--- config.mk ---
export PLATFORM = sky130hd
export DESIGN_NAME = ts_serial_rx
export DESIGN_NICKNAME = d
export VERILOG_FILES = /design/src/rtl/ts_serial_rx.sv
export SDC_FILE = /design/constraint.sdc
export NUM_CORES = 1
export LEC_CHECK = 0
export CAP_MARGIN = 20
export CORE_ASPECT_RATIO = 0.9
export CORE_MARGIN = 2
export CORE_UTILIZATION = 55
export CTS_BUF_LIST = sky130_fd_sc_hd__clkbuf_4 sky130_fd_sc_hd__clkbuf_8
export CTS_CLUSTER_DIAMETER = 200
export CTS_CLUSTER_SIZE = 40
export DETAILED_ROUTE_END_ITERATION = 8
export PLACE_DENSITY = 0.91
export SYNTH_ARGS = -nofsm -noshare
export SYNTH_HDL_FRONTEND = slang
export SYNTH_SLANG_ARGS = --single-unit
--- constraint.sdc ---
create_clock -name clk -period 3.1 [get_ports clk]
set_input_delay 0.31 -clock clk [delete_from_list [all_inputs] [get_ports clk]]
set_output_delay 0.31 -clock clk [all_outputs]
set_load 0.03 [all_outputs]
--- src/rtl/ts_serial_rx.sv ---
// ts_serial_rx: serial MPEG-TS receiver. It oversamples the demod serial
// interface in the clk domain, assembles bytes MSB-first, checks sync/length
// integrity, and keeps lock status plus status counters.
module ts_serial_rx #(
  parameter logic [7:0]  SYNC_BYTE = 8'h47,
  parameter int unsigned PKT_LEN   = 188,
  parameter bit          CLK_EDGE  = 1'b1
) (
  input  logic        clk,
  input  logic        reset,
  input  logic        en,
  input  logic        ts_clock,
  input  logic        ts_start,
  input  logic        ts_valid,
  input  logic        ts_data,
  output logic [7:0]  data,
  output logic        dval,
  output logic        strt,
  output logic        pkt_end,
  output logic        pkt_abort,
  output logic        locked,
  output logic [15:0] sync_err_cnt,
  output logic [15:0] short_pkt_cnt,
  output logic [15:0] pkts_ok
);

  localparam logic [7:0] LAST_BYTE = 8'(PKT_LEN - 1);

  typedef enum logic {HUNT = 1'b0, RECV = 1'b1} state_e;

  state_e state_q, state_d;

  // Synchroniser chains: bit 0 = s1, bit 1 = s2, bit 2 = s3. The bit inputs
  // are consumed at s2, so their s3 stage would never be read; ts_clock needs
  // s3 for edge detection. Alignment between the four inputs is unchanged.
  logic [2:0] clk_sync_q;
  logic [1:0] start_sync_q, valid_sync_q, data_sync_q;

  logic [6:0]  shift_q, shift_d;
  logic [2:0]  bit_cnt_q, bit_cnt_d;
  logic [7:0]  byte_cnt_q, byte_cnt_d;
  logic [1:0]  streak_q, streak_d;
  logic [7:0]  data_q, data_d;
  logic        dval_q, dval_d;
  logic        strt_q, strt_d;
  logic        pkt_end_q, pkt_end_d;
  logic        pkt_abort_q, pkt_abort_d;
  logic        locked_q, locked_d;
  logic [15:0] sync_err_cnt_q, sync_err_cnt_d;
  logic [15:0] short_pkt_cnt_q, short_pkt_cnt_d;
  logic [15:0] pkts_ok_q, pkts_ok_d;

  logic       clk_s2, clk_s3, start_s2, valid_s2, data_s2;
  logic       sample_ev, bit_ev;
  logic       restart, misalign, byte_done, sync_bad, last_byte;
  logic [7:0] byte_w;
  logic [1:0] streak_inc;

  assign clk_s2   = clk_sync_q[1];
  assign clk_s3   = clk_sync_q[2];
  assign start_s2 = start_sync_q[1];
  assign valid_s2 = valid_sync_q[1];
  assign data_s2  = data_sync_q[1];

  assign sample_ev = CLK_EDGE ? (clk_s2 & ~clk_s3) : (~clk_s2 & clk_s3);
  assign bit_ev    = sample_ev & valid_s2;

  assign restart    = start_s2 && ((bit_cnt_q != 3'd0) || (byte_cnt_q != 8'd0));
  assign misalign   = !start_s2 && (bit_cnt_q == 3'd0) && (byte_cnt_q == 8'd0);
  assign byte_done  = (bit_cnt_q == 3'd7);
  assign byte_w     = {shift_q, data_s2};
  assign sync_bad   = (byte_cnt_q == 8'd0) && (byte_w != SYNC_BYTE);
  assign last_byte  = (byte_cnt_q == LAST_BYTE);
  assign streak_inc = (streak_q == 2'd2) ? 2'd2 : streak_q + 2'd1;

  // Input synchronisers for the asynchronous demod interface
  always_ff @(posedge clk) begin
    if (reset) begin
      clk_sync_q   <= '0;
      start_sync_q <= '0;
      valid_sync_q <= '0;
      data_sync_q  <= '0;
    end else begin
      clk_sync_q   <= {clk_sync_q[1:0], ts_clock};
      start_sync_q <= {start_sync_q[0], ts_start};
      valid_sync_q <= {valid_sync_q[0], ts_valid};
      data_sync_q  <= {data_sync_q[0], ts_data};
    end
  end

  // State register
  always_ff @(posedge clk) begin
    if (reset) state_q <= HUNT;
    else       state_q <= state_d;
  end

  // Next-state: enter RECV on a start bit, fall back to HUNT on sync loss or disable
  always_comb begin
    state_d = state_q;
    if (!en) begin
      state_d = HUNT;
    end else if (bit_ev) begin
      case (state_q)
        HUNT: if (start_s2) state_d = RECV;
        RECV: begin
          if (restart)                     state_d = RECV;
          else if (misalign)               state_d = HUNT;
          else if (byte_done && sync_bad)  state_d = HUNT;
        end
        default: state_d = HUNT;
      endcase
    end
  end

  // Output/datapath decisions taken on each valid sample event
  always_comb begin
    shift_d         = shift_q;
    bit_cnt_d       = bit_cnt_q;
    byte_cnt_d      = byte_cnt_q;
    streak_d        = streak_q;
    data_d          = data_q;
    dval_d          = 1'b0;
    strt_d          = 1'b0;
    pkt_end_d       = 1'b0;
    pkt_abort_d     = 1'b0;
    locked_d        = locked_q;
    sync_err_cnt_d  = sync_err_cnt_q;
    short_pkt_cnt_d = short_pkt_cnt_q;
    pkts_ok_d       = pkts_ok_q;

    if (!en) begin
      bit_cnt_d   = '0;
      byte_cnt_d  = '0;
      streak_d    = '0;
      locked_d    = 1'b0;
      pkt_abort_d = (state_q == RECV) && (byte_cnt_q != 8'd0);
    end else if (bit_ev) begin
      case (state_q)
        HUNT: begin
          if (start_s2) begin
            shift_d    = {shift_q[5:0], data_s2};
            bit_cnt_d  = 3'd1;
            byte_cnt_d = '0;
          end
        end
        RECV: begin
          if (restart) begin
            // Truncated packet: this start bit becomes bit 7 of a fresh byte 0
            short_pkt_cnt_d = (short_pkt_cnt_q == '1) ? short_pkt_cnt_q
                                                      : short_pkt_cnt_q + 16'd1;
            pkt_abort_d = 1'b1;
            locked_d    = 1'b0;
            streak_d    = '0;
            shift_d     = {shift_q[5:0], data_s2};
            bit_cnt_d   = 3'd1;
            byte_cnt_d  = '0;
          end else if (misalign) begin
            sync_err_cnt_d = (sync_err_cnt_q == '1) ? sync_err_cnt_q
                                                    : sync_err_cnt_q + 16'd1;
            locked_d   = 1'b0;
            streak_d   = '0;
            bit_cnt_d  = '0;
            byte_cnt_d = '0;
          end else begin
            shift_d = {shift_q[5:0], data_s2};
            if (!byte_done) begin
              bit_cnt_d = bit_cnt_q + 3'd1;
            end else begin
              bit_cnt_d = '0;
              if (sync_bad) begin
                sync_err_cnt_d = (sync_err_cnt_q == '1) ? sync_err_cnt_q
                                                        : sync_err_cnt_q + 16'd1;
                locked_d   = 1'b0;
                streak_d   = '0;
                byte_cnt_d = '0;
              end else begin
                data_d    = byte_w;
                dval_d    = 1'b1;
                strt_d    = (byte_cnt_q == 8'd0);
                pkt_end_d = last_byte;
                if (last_byte) begin
                  pkts_ok_d  = pkts_ok_q + 16'd1;
                  streak_d   = streak_inc;
                  locked_d   = (streak_inc == 2'd2);
                  byte_cnt_d = '0;
                end else begin
                  byte_cnt_d = byte_cnt_q + 8'd1;
                end
              end
            end
          end
        end
        default: ;
      endcase
    end
  end

  // Datapath and output registers
  always_ff @(posedge clk) begin
    if (reset) begin
      shift_q         <= '0;
      bit_cnt_q       <= '0;
      byte_cnt_q      <= '0;
      streak_q        <= '0;
      data_q          <= '0;
      dval_q          <= 1'b0;
      strt_q          <= 1'b0;
      pkt_end_q       <= 1'b0;
      pkt_abort_q     <= 1'b0;
      locked_q        <= 1'b0;
      sync_err_cnt_q  <= '0;
      short_pkt_cnt_q <= '0;
      pkts_ok_q       <= '0;
    end else begin
      shift_q         <= shift_d;
      bit_cnt_q       <= bit_cnt_d;
      byte_cnt_q      <= byte_cnt_d;
      streak_q        <= streak_d;
      data_q          <= data_d;
      dval_q          <= dval_d;
      strt_q          <= strt_d;
      pkt_end_q       <= pkt_end_d;
      pkt_abort_q     <= pkt_abort_d;
      locked_q        <= locked_d;
      sync_err_cnt_q  <= sync_err_cnt_d;
      short_pkt_cnt_q <= short_pkt_cnt_d;
      pkts_ok_q       <= pkts_ok_d;
    end
  end

  assign data          = data_q;
  assign dval          = dval_q;
  assign strt          = strt_q;
  assign pkt_end       = pkt_end_q;
  assign pkt_abort     = pkt_abort_q;
  assign locked        = locked_q;
  assign sync_err_cnt  = sync_err_cnt_q;
  assign short_pkt_cnt = short_pkt_cnt_q;
  assign pkts_ok       = pkts_ok_q;

endmodule

==> impl_metrics.csv, run 1 <==
group,metric,value,unit
worst_hold_path,whs_path_depth,2,
critical_path,required,3.33,ns
clock_network,cts_sinks,90,
yosys,yosysSeqAreaShare,44.60,%
critical_path,reg2regPathDepth,8,
yosys,synth-edff-count,0,
detailed_routing,post_drt_wl_per_cell,15.13,um
yosys,synth-compound-area-share,8.393,%
yosys,yosysUniqueCellTypes,51,
global_routing,grt_max_degree,38,
yosys,synthMuxAreaShare,4.955,%
yosys,ys_warn_count,0,
yosys,ys_seq_elements,90,
critical_path,worstSetupPathType,"reg2reg",
pwr,power_density,404.1,nW/um^2
worst_hold_path,hp-start,"reset",
clock_network,clockRootBuffer,"clkbuf_8",
detailed_routing,route.detailed.drc,0,
critical_path,critPathLaunch,"byte_cnt_q[0]$_SDFFE_PP0P_",
clock_network,cts-htree-levels,3,
yosys,async_flop_share,0,%
sta,timing.slew.headroom,53.38,%
critical_path,reg2reg_to,"data[0]$_SDFFE_PP0P_",
yosys,synth.largest_area_cell,"dfxtp_1",
sta,setup-tns-final,0,ns
flow_run,max_cap_viol_count,0,
yosys,ys.flop_type,"dfxtp_1",
yosys,syn_nets,462,
detailed_routing,num_vias,3481,
critical_path,max_stage_delay,0.50,ns
cells_and_area,final_cells,612,
worst_hold_path,min_to,"pkts_ok[0]$_SDFFE_PP0P_",
placed_design,gp_congestion,0.8178,
clock_network,holdBufCountCts,0,
floorplan,core_area,7076,sq um
yosys,synthXorXnorAreaFrac,9.972,%
global_routing,grt_pass1_vias,3275,
clock_network,clock_latency,0.37,ns
yosys,yosys-top-cells-area,"dfxtp_1 45%, nor2_1 7.0%, xor2_1 6.9%",
yosys,syn_avg_cell_area,9.079,sq um
global_routing,grt_first_pass_wirelength,14980,um
floorplan,start_util,57.10,%
yosys,synth.top_cell.area_share,44.60,%
pwr,vdd_drop_max,0.0003145,V
yosys,postSynthCellCount,445,
sta,drv_slew,0,
clock_network,cts_made_buffers,9,
critical_path,worst-path-buf-inv,2,
yosys,syn-cell-area,4040,sq um
placed_design,numPlacedInstances,596,
critical_path,path_depth,8,
floorplan,dieArea,8049,sq um
detailed_routing,highest_layer,"met4",
detailed_routing,viasPerCell,5.688,
cells_and_area,final_area,5014,sq um
critical_path,regToRegSetupSlack,0.42,ns
critical_path,cp_top_family,"compound AO/OA/AOI/OAI gates",
sta,fmax,373.8,MHz
clock_network,cts_tree,"yes",
detailed_routing,drt_iter0_drc,203,
global_routing,grt.total_usage,23.69,%
critical_path,worstPathMaxFanout,10,
cells_and_area,antenna_cells,0,
cells_and_area,layout-drive-gt1-share,6.551,%
clock_network,postCtsSetupBuffers,0,
placed_design,hpwlAfterDp,6460,um
placed_design,io_buffers,67,
pwr,p_leak,1.852,nW
critical_path,endpoint_kind,"flop",
worst_hold_path,hold_class,"in2reg",
detailed_routing,route.met2.wl,4551,um
yosys,synthAdderAreaFrac,3.097,%
yosys,synth_top_family_by_area,"simple AND/OR/NAND/NOR gates",
run_status,status,"complete, no violations",
cells_and_area,finalNetCount,531,
sta,fin_crit,2.675,ns
critical_path,crit_path_cell_trace,"inv_1, ha_1, or4b_4, o31a_4, a211oi_4, buf_4, mux2i_1, nor2_1",
critical_path,r2r-start,"byte_cnt_q[0]$_SDFFE_PP0P_",
sta,rsz0062_at_grt,"no",
critical_path,cp_slowest_cell,"or4b_4",
clock_network,path_clk_slew,0.09,ns
global_routing,overflow,0,
yosys,yosysMostFrequentCell,"dfxtp_1",
critical_path,arrival,2.91,ns
clock_network,cts.path.max_buffers,2,
detailed_routing,met3_length,659,um
floorplan,fp.dieW,94.35,um
cells_and_area,syn_to_final_growth,24.09,%
sta,setup_viol,0,
detailed_routing,postRouteWirelength,9259,um
placed_design,place_area,4812,sq um
yosys,yosys-top-cells-count,"90 x dfxtp_1, 75 x nor2_1, 32 x xor2_1",
sta,final-hold-violation-count,0,
detailed_routing,ant_nets,0,
sta,worst-slew-pin-transition,0.6981,ns
floorplan,io_pins,68,
yosys,synth_simple_gate_area_share,26.42,%
placed_design,place_ws,0.4897,ns
sta,setup_slack,0.4249,ns
detailed_routing,wl_met1,3840,um
global_routing,antenna_found_initial,0,
sta,min_period_over_period,86.29,%
floorplan,fp.dieH,85.31,um
floorplan,num_rows,29,
detailed_routing,firstDrtPassIters,4,
clock_network,cts_resized,0,
critical_path,critPathLaunchType,"flop",
cells_and_area,utilization,70.86,%
sta,clock_skew,0.01004,ns
registers in the layout, summed over array words and instances (netlist names), 2 cells and up:
name,flops
bit_cnt_q,3
byte_cnt_q,8
clk_sync_q,3
data,8
data_sync_q,2
pkts_ok,16
shift_q,7
short_pkt_cnt,16
start_sync_q,2
streak_q,2
sync_err_cnt,16
valid_sync_q,2
cell type report:
class,count,area (sq um)
Inverter,9,33.78
Sequential cell,90,1802
Clock buffer,9,123.9
Clock inverter,7,77.57
Timing Repair Buffer,75,725.7
Multi-Input combinational cell,329,2135
Tap cell,93,116.4
Fill cell,533,2062
report_power, final:
part           switching [mW]  internal (mW)  total [mW]
registers             0.00328           1.16        1.16
logic                  0.0267         0.0136      0.0403
clock network           0.441          0.381       0.822
kinds of logic (layout without fill, tap and decap cells):
group	Yosys count	in the layout
and+or+nand+nor	211	211
DFF	90	90
xor gates and xnor gates	46	46
AOI/OAI and AO/OA	42	42
buffers and inverters	26	100
muxes	20	20
adders and majority gates	10	10
routing by layer:
layer	vias up	track usage, %
li1	1685	-
met3	22	8.348
met4	0	8.959
met2	127	39.55
met1	1647	28.02
met5	-	0
cells in the final DEF, fill, tap and decap left out, types with 2 or more instances in the layout:
master / netlist / routed
xnor2_1: 14 / 14
o211ai_1: 2 / 2
nor4bb_1: 2 / 2
ha_1: 10 / 10
xor2_1: 32 / 32
or2_2: 2 / 2
o21ai_0: 8 / 8
clkbuf_8: 0 / 9
nor2_1: 75 / 75
nand4_1: 13 / 13
buf_4: 1 / 8
nand3_1: 31 / 31
nor3_1: 7 / 7
clkinv_4: 0 / 2
a32oi_1: 2 / 2
nand2b_1: 2 / 2
mux2i_1: 20 / 20
and4_1: 3 / 3
o41ai_1: 2 / 2
inv_1: 9 / 9
clkdlybuf4s50_1: 0 / 66
nand2_1: 21 / 21
a211oi_1: 2 / 2
and3_1: 21 / 21
or3_1: 8 / 8
clkinv_2: 0 / 2
and2_1: 4 / 4
a21oi_1: 10 / 10
nor4_1: 4 / 4
nor2b_1: 12 / 12
a21boi_0: 2 / 2
dfxtp_1: 90 / 90
stage by stage:
step | power, mW | hold WS, ns
3_3_place_gp | 1.228 | 0.4211
3_5_place_dp | 1.230 | 0.4218
2_1_floorplan | 1.214 | 0.3891
6_report | 2.026 | 0.2200
4_1_cts | 2.040 | 0.2030
5_1_grt | 2.086 | 0.2168
worst max-delay path by stage:
stage / endpoint / slack (ns)
after floorplan: pkts_ok[11]$_SDFFE_PP0P_ / 0.77
after global placement: pkts_ok[13]$_SDFFE_PP0P_ / 0.59
after detailed placement: pkts_ok[13]$_SDFFE_PP0P_ / 0.49
after CTS: data[0]$_SDFFE_PP0P_ / 0.45
after global routing: byte_cnt_q[6]$_SDFFE_PP0P_ / 0.32
final: data[0]$_SDFFE_PP0P_ / 0.42
(Power assumes the default switching activity.)
==> run 2: changes to the inputs <==
CORE_ASPECT_RATIO = unset   (was 0.9)
clock period = 2.7 ns   (was 3.1 ns; I/O delays follow)
==> run 2 against run 1 <==
- hold slack improved by 0.13 ns
- count of clock-buffer cells in the layout increased by 2
- fmax increased by 7.0%
- sequential share of layout area decreased by 0.14 points
- clock power increased by 11%
- combinational power increased by 16%
- global-route usage decreased by 0.78 points
- final area increased by 0.40%
- largest power group unchanged
==> impl_metrics.csv, run 2 (synthesized netlist as in run 1, its figures left out) <==
group,metric,value,unit
run_status,status,"complete, no violations",
critical_path,worstPathMaxFanout,11,
detailed_routing,post_drt_wl_per_cell,14.54,um
floorplan,num_rows,31,
floorplan,io_pins,68,
pwr,vdd_drop_max,0.0002698,V
cells_and_area,final_area,5034,sq um
cells_and_area,layout-drive-gt1-share,6.731,%
clock_network,cts_tree,"yes",
critical_path,max_stage_delay,0.49,ns
clock_network,holdBufCountCts,0,
clock_network,clock_latency,0.36,ns
sta,fmax,399.9,MHz
critical_path,worst-path-buf-inv,2,
global_routing,grt_max_degree,38,
worst_hold_path,hold_class,"in2reg",
sta,setup-tns-final,0,ns
pwr,power_density,455.4,nW/um^2
placed_design,numPlacedInstances,605,
critical_path,crit_path_cell_trace,"inv_1, ha_1, or4b_4, nor4_1, o41ai_1, buf_4, nor4_1, xnor2_1, nor2_1",
global_routing,grt_pass1_vias,3338,
cells_and_area,num-fill-cells,534,
floorplan,start_util,56.30,%
clock_network,path_clk_slew,0.08,ns
sta,setup_viol,0,
global_routing,antenna_found_initial,0,
critical_path,required,2.94,ns
sta,worst-slew-pin-transition,0.6134,ns
placed_design,gp_congestion,0.9170,
clock_network,cts_made_buffers,9,
critical_path,crit_top_cell,"nor4_1",
clock_network,cts-htree-levels,3,
pwr,p_leak,1.863,nW
placed_design,hpwlAfterDp,6365,um
detailed_routing,ant_nets,0,
cells_and_area,layout_commonest_cell,"dfxtp_1",
sta,rsz0062_at_grt,"no",
sta,clock_skew,0.009430,ns
clock_network,postCtsSetupBuffers,0,
floorplan,dieArea,8047,sq um
critical_path,worstSetupPathType,"reg2reg",
sta,drv_slew,0,
cells_and_area,layout_common_cells,"90 x dfxtp_1, 75 x nor2_1, 66 x clkdlybuf4s50_1",
flow_run,max_cap_viol_count,0,
placed_design,place_area,4842,sq um
detailed_routing,viasPerCell,5.544,
clock_network,cts.path.max_buffers,2,
global_routing,overflow,0,
clock_network,cts_sinks,90,
detailed_routing,postRouteWirelength,9000,um
cells_and_area,finalNetCount,534,
critical_path,cp_top_family,"simple AND/OR/NAND/NOR gates",
floorplan,fp.dieH,89.71,um
critical_path,critPathLaunchType,"flop",
critical_path,cp_slowest_cell,"or4b_4",
detailed_routing,route.detailed.drc,0,
placed_design,io_buffers,67,
clock_network,cts_resized,0,
sta,final-hold-violation-count,0,
clock_network,clockRootBuffer,"clkbuf_8",
cells_and_area,final_cells,619,
detailed_routing,num_vias,3432,
cells_and_area,syn_to_final_growth,24.59,%
global_routing,grt_first_pass_wirelength,15340,um
sta,fin_crit,2.501,ns
sta,timing.slew.headroom,58.73,%
critical_path,arrival,2.74,ns
floorplan,fp.dieW,89.71,um
global_routing,grt.total_usage,22.91,%
critical_path,endpoint_kind,"flop",
detailed_routing,firstDrtPassIters,4,
cells_and_area,antenna_cells,0,
detailed_routing,drt_iter0_drc,193,
sta,whs,0.3518,ns
floorplan,core_area,7176,sq um
sta,min_period_over_period,92.62,%
run 2: cell count changes in the layout (fill, tap and decap cells not counted):
cell and change:
buf_4 +3, clkbuf_8 +2, clkinv_4 -2, inv_6 -1
inv_8 -1
run 2: routing by layer:
layer	global-route usage (%)	wire (um)	share of wire [%]	up-vias
li1	-	-	-	1683
met1	28.56	3894	43	1624
met2	38.19	4487	50	112
met3	5.365	466	5.2	13
met4	9.744	153	1.7	0
met5	0	0	0	-
run 2: layout make-up:
type                            instances  area, sq um  area share [%]
Multi-Input combinational cell        329         2135           42.41
Sequential cell                        90         1802           35.79
Timing Repair Buffer                   78        748.2           14.86
Clock buffer                           11        151.4           3.008
Tap cell                               99        123.9           2.461
Clock inverter                          3        40.04          0.7954
Inverter                                9        33.78          0.6711
run 2: path summary, 6_finish.rpt:
| check | from | to | slack, ns | cells after the start |
|---|---|---|---|---|
| max | byte_cnt_q[0]$_SDFFE_PP0P_ | byte_cnt_q[7]$_SDFFE_PP0P_ | 0.20 | 9 |
| min | reset | pkts_ok[7]$_SDFFE_PP0P_ | 0.35 | 2 |
| max reg2reg | byte_cnt_q[0]$_SDFFE_PP0P_ | byte_cnt_q[7]$_SDFFE_PP0P_ | 0.20 | 9 |
| min reg2reg | valid_sync_q[0]$_SDFF_PP0_ | valid_sync_q[1]$_SDFF_PP0_ | 0.44 | 1 |
run 2: worst register-to-register path, stage by stage (launching register included):
cell	delay [ns]
dfxtp_1	0.35
inv_1	0.11
ha_1	0.14
or4b_4	0.49
nor4_1	0.44
o41ai_1	0.12
buf_4	0.18
nor4_1	0.34
xnor2_1	0.17
nor2_1	0.05
run 2: power breakdown:
group,switching [mW],internal [mW]
logic,0.0303,0.0163
clock network,0.445,0.465
registers,0.00355,1.33
total,0.479,1.81
run 2: stage by stage:
stage | utilization (%) | setup WS [ns] | total power [mW]
after floorplan | - | 0.3668 | 1.394
after global placement | 67.48 | 0.3478 | 1.411
after detailed placement | 67.48 | 0.2518 | 1.413
after CTS | 70.15 | 0.1965 | 2.303
after global routing | 70.15 | 0.05500 | 2.369
final | 70.15 | 0.1991 | 2.292
